`src/rtl/fifo_pkg.sv`:
```
// Shared FIFO definitions: default sizes plus {lap, index} pointer helpers
// used by both the read and write sides.
package fifo_pkg;

  localparam int S_DEFAULT     = 8;
  localparam int DEPTH_DEFAULT = 100;
  localparam int DW_DEFAULT    = 8;

  // Pointers are passed zero-extended to 32 bits; s is the real pointer width.
  function automatic logic [31:0] ptr_next(input logic [31:0] ptr,
                                           input int          s,
                                           input int          depth);
    logic [31:0] lap_bit;
    logic [31:0] idx;
    lap_bit = 32'd1 << (s - 1);
    idx     = ptr & (lap_bit - 32'd1);
    if (idx == 32'(depth - 1))
      return (ptr & lap_bit) ^ lap_bit;
    return (ptr & lap_bit) | (idx + 32'd1);
  endfunction

  // Entries between r and w; differing lap bits mean the writer is one lap ahead.
  function automatic logic [31:0] fifo_occupancy(input logic [31:0] w,
                                                 input logic [31:0] r,
                                                 input int          s,
                                                 input int          depth);
    logic [31:0] lap_bit;
    logic [31:0] w_idx;
    logic [31:0] r_idx;
    lap_bit = 32'd1 << (s - 1);
    w_idx   = w & (lap_bit - 32'd1);
    r_idx   = r & (lap_bit - 32'd1);
    if ((w & lap_bit) == (r & lap_bit))
      return w_idx - r_idx;
    return 32'(depth) - r_idx + w_idx;
  endfunction

endpackage

```
`src/rtl/fifo_ptr_ctr.sv`:
```
// Lap-bit wrapping pointer register: index counts 0..DEPTH-1, lap bit
// toggles on each wrap.
module fifo_ptr_ctr
  import fifo_pkg::*;
#(
  parameter int S     = S_DEFAULT,
  parameter int DEPTH = DEPTH_DEFAULT
) (
  input  logic         clk,
  input  logic         rst,
  input  logic         en,
  output logic [S-1:0] ptr
);

  always_ff @(posedge clk or posedge rst) begin
    if (rst)
      ptr <= '0;
    else if (en)
      ptr <= S'(ptr_next(32'(ptr), S, DEPTH));
  end

endmodule

```
`src/rtl/read_unit.sv`:
```
// FIFO read side: read pointer, empty/occupancy flags, registered read data
// and a sticky underflow flag. wr_ptr shares the wr_clk domain.
module read_unit
  import fifo_pkg::*;
#(
  parameter int S        = S_DEFAULT,
  parameter int DEPTH    = DEPTH_DEFAULT,
  parameter int AE_LEVEL = 2,
  parameter int DW       = DW_DEFAULT
) (
  input  logic          wr_clk,
  input  logic          wr_rst,
  input  logic          rd_en,
  input  logic [S-1:0]  wr_ptr,
  input  logic [DW-1:0] mem_rdata,
  output logic [S-1:0]  rd_ptr,
  output logic [S-2:0]  rd_addr,
  output logic [DW-1:0] rd_data,
  output logic          o_rd_valid,
  output logic          o_fifo_empty,
  output logic          o_almost_empty,
  output logic [S-1:0]  o_count,
  output logic          o_underflow
);

  generate
    if (S < 2 || S > 32) begin : g_bad_width
      $error("read_unit: S must be in 2..32");
    end
    if (DEPTH < 2 || DEPTH > (1 << (S - 1))) begin : g_bad_depth
      $error("read_unit: DEPTH must be in 2..2^(S-1)");
    end
  endgenerate

  localparam logic [31:0] AE_U = AE_LEVEL;

  logic accept;

  assign o_fifo_empty   = (wr_ptr == rd_ptr);
  assign accept         = rd_en & ~o_fifo_empty;
  assign rd_addr        = rd_ptr[S-2:0];
  assign o_count        = S'(fifo_occupancy(32'(wr_ptr), 32'(rd_ptr), S, DEPTH));
  assign o_almost_empty = (32'(o_count) <= AE_U);

  fifo_ptr_ctr #(
    .S     (S),
    .DEPTH (DEPTH)
  ) u_rd_ptr (
    .clk (wr_clk),
    .rst (wr_rst),
    .en  (accept),
    .ptr (rd_ptr)
  );

  // mem_rdata is sampled while rd_addr still holds the pre-increment index.
  always_ff @(posedge wr_clk or posedge wr_rst) begin
    if (wr_rst) begin
      rd_data     <= '0;
      o_rd_valid  <= 1'b0;
      o_underflow <= 1'b0;
    end else begin
      o_rd_valid <= accept;
      if (accept)
        rd_data <= mem_rdata;
      if (rd_en && o_fifo_empty)
        o_underflow <= 1'b1;
    end
  end

endmodule

```
`config.mk`:
```
export PLATFORM = sky130hd
export DESIGN_NAME = read_unit
export DESIGN_NICKNAME = d
export VERILOG_FILES = /design/src/rtl/fifo_pkg.sv /design/src/rtl/fifo_ptr_ctr.sv /design/src/rtl/read_unit.sv
export SDC_FILE = /design/constraint.sdc
export NUM_CORES = 1
export LEC_CHECK = 0
export CAP_MARGIN = 5
export CORE_MARGIN = 2
export CORE_UTILIZATION = 42
export CTS_CLUSTER_DIAMETER = 50
export CTS_CLUSTER_SIZE = 8
export DETAILED_ROUTE_END_ITERATION = 8
export GPL_ROUTABILITY_DRIVEN = 0
export PLACE_DENSITY = 0.74
export SYNTH_ARGS = -nofsm -noshare
export SYNTH_HDL_FRONTEND = slang
export SYNTH_HIERARCHICAL = 1
export SYNTH_SLANG_ARGS = --single-unit
export TNS_END_PERCENT = 50
```
`constraint.sdc`:
```
create_clock -name wr_clk -period 2.96 [get_ports wr_clk]
set_clock_uncertainty 0.05 [all_clocks]
set_input_delay 0.592 -clock wr_clk [delete_from_list [all_inputs] [get_ports wr_clk]]
set_output_delay 0.592 -clock wr_clk [all_outputs]
set_load 0.005 [all_outputs]
```
**After elaboration in Yosys (flattened, before gate mapping)**

Cells that the tools add are included.

- Output and inout bits: 35
- Input port bits: 19
- Bits in registers: 18
- Logic and storage cells: 24

- Bitwise gates (word level): 4
- Order comparisons: 1
- $add $sub $neg: 4
- Reductions and logical operators: 1
- Eq/ne operators: 3
- Muxes and demuxes: 7

Operators by type and width:

| kind | count |
|---|---|
| 2-to-1 mux 8 bit | 4 |
| adder 7 x 1 -> 8 bit (second input constant) | 1 |
| adder 8 bit | 1 |
| == test 8 bit | 1 |
| <= comparator 8 x 2 -> 1 bit (second input constant) | 1 |
| bitwise OR 8 bit | 1 |
| subtractor 7 x 7 -> 8 bit | 1 |
| subtractor 7 x 7 -> 8 bit (first input constant) | 1 |
| == test 7 bit (second input constant) | 1 |
| 2-to-1 mux 1 bit | 3 |
| inverter 1 bit | 2 |
| bitwise AND 1 bit | 1 |
| == test 1 bit | 1 |
| logical AND 1 bit | 1 |

**Depth between registers and ports, before layout**

Gate-level depths: netlist of the first run.

- Word-level depth: 5
- Depth in mapped cells: 11
- Mapped depth without buffers: 11

**Cells and area by module**

The synthesis of the first run kept the hierarchy.

By module, submodules not included:

| module | seq. area each (sq um) | cells an instance | times used | area each (sq um) |
|---|---|---|---|---|
| read_unit | 250.2 | 145 | 1 | 1183.6 |
| fifo_ptr_ctr | 200.2 | 46 | 1 | 476.7 |

**Worst setup path after synthesis of the first run**

Ideal clock, no wire load.

- Kind: input-to-output
- From: input port wr_ptr[1]
- To: output port o_almost_empty
- Path buffers: 0
- Data required time: 2.318 ns
- Stages: 9
- Arrival: 2.563 ns
- Path slack: -0.245 ns
- Path through: ha_1 > ha_1 > fa_1 > a211oi_2 > o21bai_1 > a21oi_1 > xor2_1 > o21ai_1 > nor4_2

- Longest elaborated chain between the ends: 4
- Elaborated cells on any way between the ends: 5
- Those cells by class: add/sub: 2; order compare: 1; mux: 2

RTL lines:

| element | line | text |
|---|---|---|
| start: declaration | read_unit.sv:14 | `input logic [S-1:0] wr_ptr,` |
| subtractor 7 x 7 -> 8 bit | fifo_pkg.sv:34 | `return w_idx - r_idx;` |
| 2-to-1 mux 8 bit | fifo_pkg.sv:33 | `if ((w & lap_bit) == (r & lap_bit))` |
| 2-to-1 mux 8 bit (*) | fifo_pkg.sv:35 | `return 32'(depth) - r_idx + w_idx;` |
| via o_count[7] | read_unit.sv:22 | `output logic [S-1:0] o_count,` |
| <= comparator 8 x 2 -> 1 bit (*) | read_unit.sv:43 | `assign o_almost_empty = (32'(o_count) <= AE_U);` |
| end: declaration | read_unit.sv:21 | `output logic o_almost_empty,` |

Mark *: on every way through the listed nets, which the timed path passes. The rest lies on a longest branch. The select of a mux whose other input is x is not followed.

**Worst setup path after layout of the first run**

- From: input port wr_ptr[1]
- To: output port o_almost_empty

- Longest elaborated chain between the ends: 4
- Elaborated cells on any way between the ends: 5
- Those cells by class: add/sub: 2; order compare: 1; mux: 2

RTL lines:

| element | line |
|---|---|
| subtractor 7 x 7 -> 8 bit | fifo_pkg.sv:34 |
| 2-to-1 mux 8 bit | fifo_pkg.sv:33 |
| 2-to-1 mux 8 bit (*) | fifo_pkg.sv:35 |
| <= comparator 8 x 2 -> 1 bit (*) | read_unit.sv:43 |

Every way passes the cells marked *; elsewhere a longest branch is shown, timed or not. The select of a mux whose other input is x is not followed.

==> out/metrics.yaml, run 1 <==
worst_setup_path:
  path_delay_family: "adder cells"
  max_stage_delay_ns: 0.41
  crit_arrival_ns: 2.73
  path_depth: 13
  crit_chain: "buf_6, ha_4, ha_4, fa_2, a211oi_2, buf_4, buf_6, nor2_4, nor2_2, o21ai_2, buf_4, nor4_2, buf_2"
  cp_num_buf_inv: 5
  slowest_stage: "fa_2"
  worstSetupPathType: "input pin to primary output"
  worst-r2r-cell-count: 13
  setup.worst_path.end_class: "primary output"
  crit_fanout: 2
  startpoint_type: "input pin"
  cp.required_ns: 2.32
final_layout:
  area_delta_synth_final_pct: 70.6
  finalInstanceArea_mm2: 0.00283
  layout.nets: 338
  n_antenna_cell: 0
  drive_above_1_share: 0.389
  layoutNonFillerInstCount: 344
yosys:
  synth_area_leader_cell: "dfrtp_1"
  synth_area_leaders: "dfrtp_1, ha_1, nand2_1"
  syn_nets: 232
  avgSynthCellArea_um2: 8.69
  ys_types: 46
  synth_seq_cells: 18
  synth_top_area_frac: 0.271
  async_reset_ff_frac: 1.00
  synth_area_mm2: 0.00166
  synth_warnings: 6
  postSynthCellCount: 191
  synth_ff_type: "dfrtp_1"
  synth.top_cells.by_count: "nand2_1, inv_1, dfrtp_1"
  yosysSeqAreaShare: 0.271
  synthMostInstantiatedCell: "nand2_1"
  synth-edff-count: 0
timing:
  rsz0062_at_grt: "true"
  worst_pin_slew_ns: 0.391
  setup_slack_ns: -0.409
  fin_tns_setup_ns: -1.20
  relSlewSlack: 0.739
  slew_viol_final: 0
  fin_crit_sh: 1.14
  setup_violations: 5
  min_period_ns: 3.37
  hold_viol: 0
  fmax_mhz: 297
clock_network:
  cts_sinks: 18
  clk_pin_slew_ns: 0.07
  clock_path_buffers: 2
  cts_tree: "built"
  worstSkewPairLatency_ns: 0.25
  cts_buffers: 3
  htree_num_levels: 1
  hold_buffers: 0
  cts_root_buf: "clkbuf_8"
routing:
  drt_iter0_drc: 61
  first_pass_iters: 4
  wirelength_um: 5040
  vias_per_cell: 5.13
  vias: 1764
  drc: 0
  routedWlPerCell_um: 14.6
  ant_nets: 0
floorplanning:
  core_mm2: 0.00374
  die-width_um: 66.9
  io_pins: 54
  dieArea_mm2: 0.00447
  die_y_um: 66.9
  rows: 22
  start_util: 0.444
placed_design:
  dpl.cell_count: 329
  hpwl_um: 3710
  placed_area_mm2: 0.00257
  portBuffers: 53
global_routing:
  grt_pass1_wl_um: 7730
  grt_pass1_vias: 1741
  grt.overflow.total: 0
  antenna_found_initial: 0
  grt.total_usage: 0.228
  grt_max_degree: 11
hold_path:
  hold_depth: 1
  hp-class: "register to register"
pwr:
  vdd_drop_max_mv: 0.636
  leakage_uw: 0.00136
  power_density_mw_per_mm2: 925
run_status:
  status: "finished with violations"
  violations: "negative setup slack"
run:
  drv_cap: 0
==> per-layer routing <==
layer,global-route usage,part of all wire,vias up
met5,0,0,-
met4,0.0612,0.018,0
met3,0.0304,0.046,14
met2,0.421,0.53,58
met1,0.276,0.41,854
li1,-,-,838
==> cells in the final DEF, fill, tap and decap left out, types with 7 or more instances in the layout <==
cell type / Yosys / routed
buf_4: 8 / 54
ha_1: 17 / 9
dfrtp_1: 18 / 18
ha_4: 0 / 7
clkdlybuf4s50_1: 0 / 39
nand2_1: 30 / 30
nor2_1: 10 / 8
inv_1: 25 / 19
buf_6: 2 / 8
==> power by group <==
| part | switching, uW | internal (uW) |
|---|---|---|
| logic | 905 | 1170 |
| clock network | 83.7 | 118 |
| registers | 43.1 | 303 |
==> through the flow <==
stage	worst slack [ns]	utilization	hold slack (ns)	power, uW
floorplan	0.0109	-	0.358	1240
detailed placement	-1.04	0.688	0.409	2070
global placement	-0.972	0.688	0.392	2040
finish	-0.409	0.757	0.419	2620
CTS	-0.507	0.731	0.428	2410
global route	-0.481	0.757	0.458	2800
==> registers in the layout (all words and copies together) (netlist names) <==
register / flops
o_rd_valid: 1
o_underflow: 1
rd_data: 8
u_rd_ptr/ptr: 8
==> logic make-up after synthesis <==
family          Yosys count  share of synthesized area
simple gates             65                      0.201
buf+inv                  37                      0.113
compound gates           36                      0.149
fa+ha+maj                22                      0.188
flops                    18                      0.271
xor+xnor                 10                     0.0573
mux                       3                     0.0196
==> worst paths after layout <==
check	slack (ns)	to	from
worst min register to register	0.42	o_underflow	o_underflow
worst max-delay path	-0.41	o_almost_empty	wr_ptr[1]
worst min-delay path	0.42	o_underflow	o_underflow
max in group asynchronous	2.00	rd_data[3]	wr_rst
min in group asynchronous	0.57	u_rd_ptr/ptr[5]	wr_rst
worst max register to register	0.55	u_rd_ptr/ptr[6]	u_rd_ptr/ptr[4]
==> cell type report <==
cell class,count,area (um^2)
Multi-Input combinational cell,136,1180
Timing Repair Buffer,112,985
Fill cell,264,911
Sequential cell,18,450
Inverter,26,103
Tap cell,48,60.1
Clock buffer,4,55.1
==> what timing repair did <==
action / CTS / global route
pin swaps: 15 / 23
resized for setup: 55 / 26
setup endpoints to repair: 13 / 11
setup buffers: 7 / 5
(Power assumes the default switching activity.)
==> run 2, diff against run 1 <==
--- a/config.mk
+++ b/config.mk
@@ -13,6 +13,7 @@
 export DETAILED_ROUTE_END_ITERATION = 8
 export GPL_ROUTABILITY_DRIVEN = 0
 export PLACE_DENSITY = 0.74
+export SLEW_MARGIN = 25
 export SYNTH_ARGS = -nofsm -noshare
 export SYNTH_HDL_FRONTEND = slang
 export SYNTH_HIERARCHICAL = 1
==> results of run 2 <==
Same layout as run 1: the final DEF is identical, and so are final timing and power.
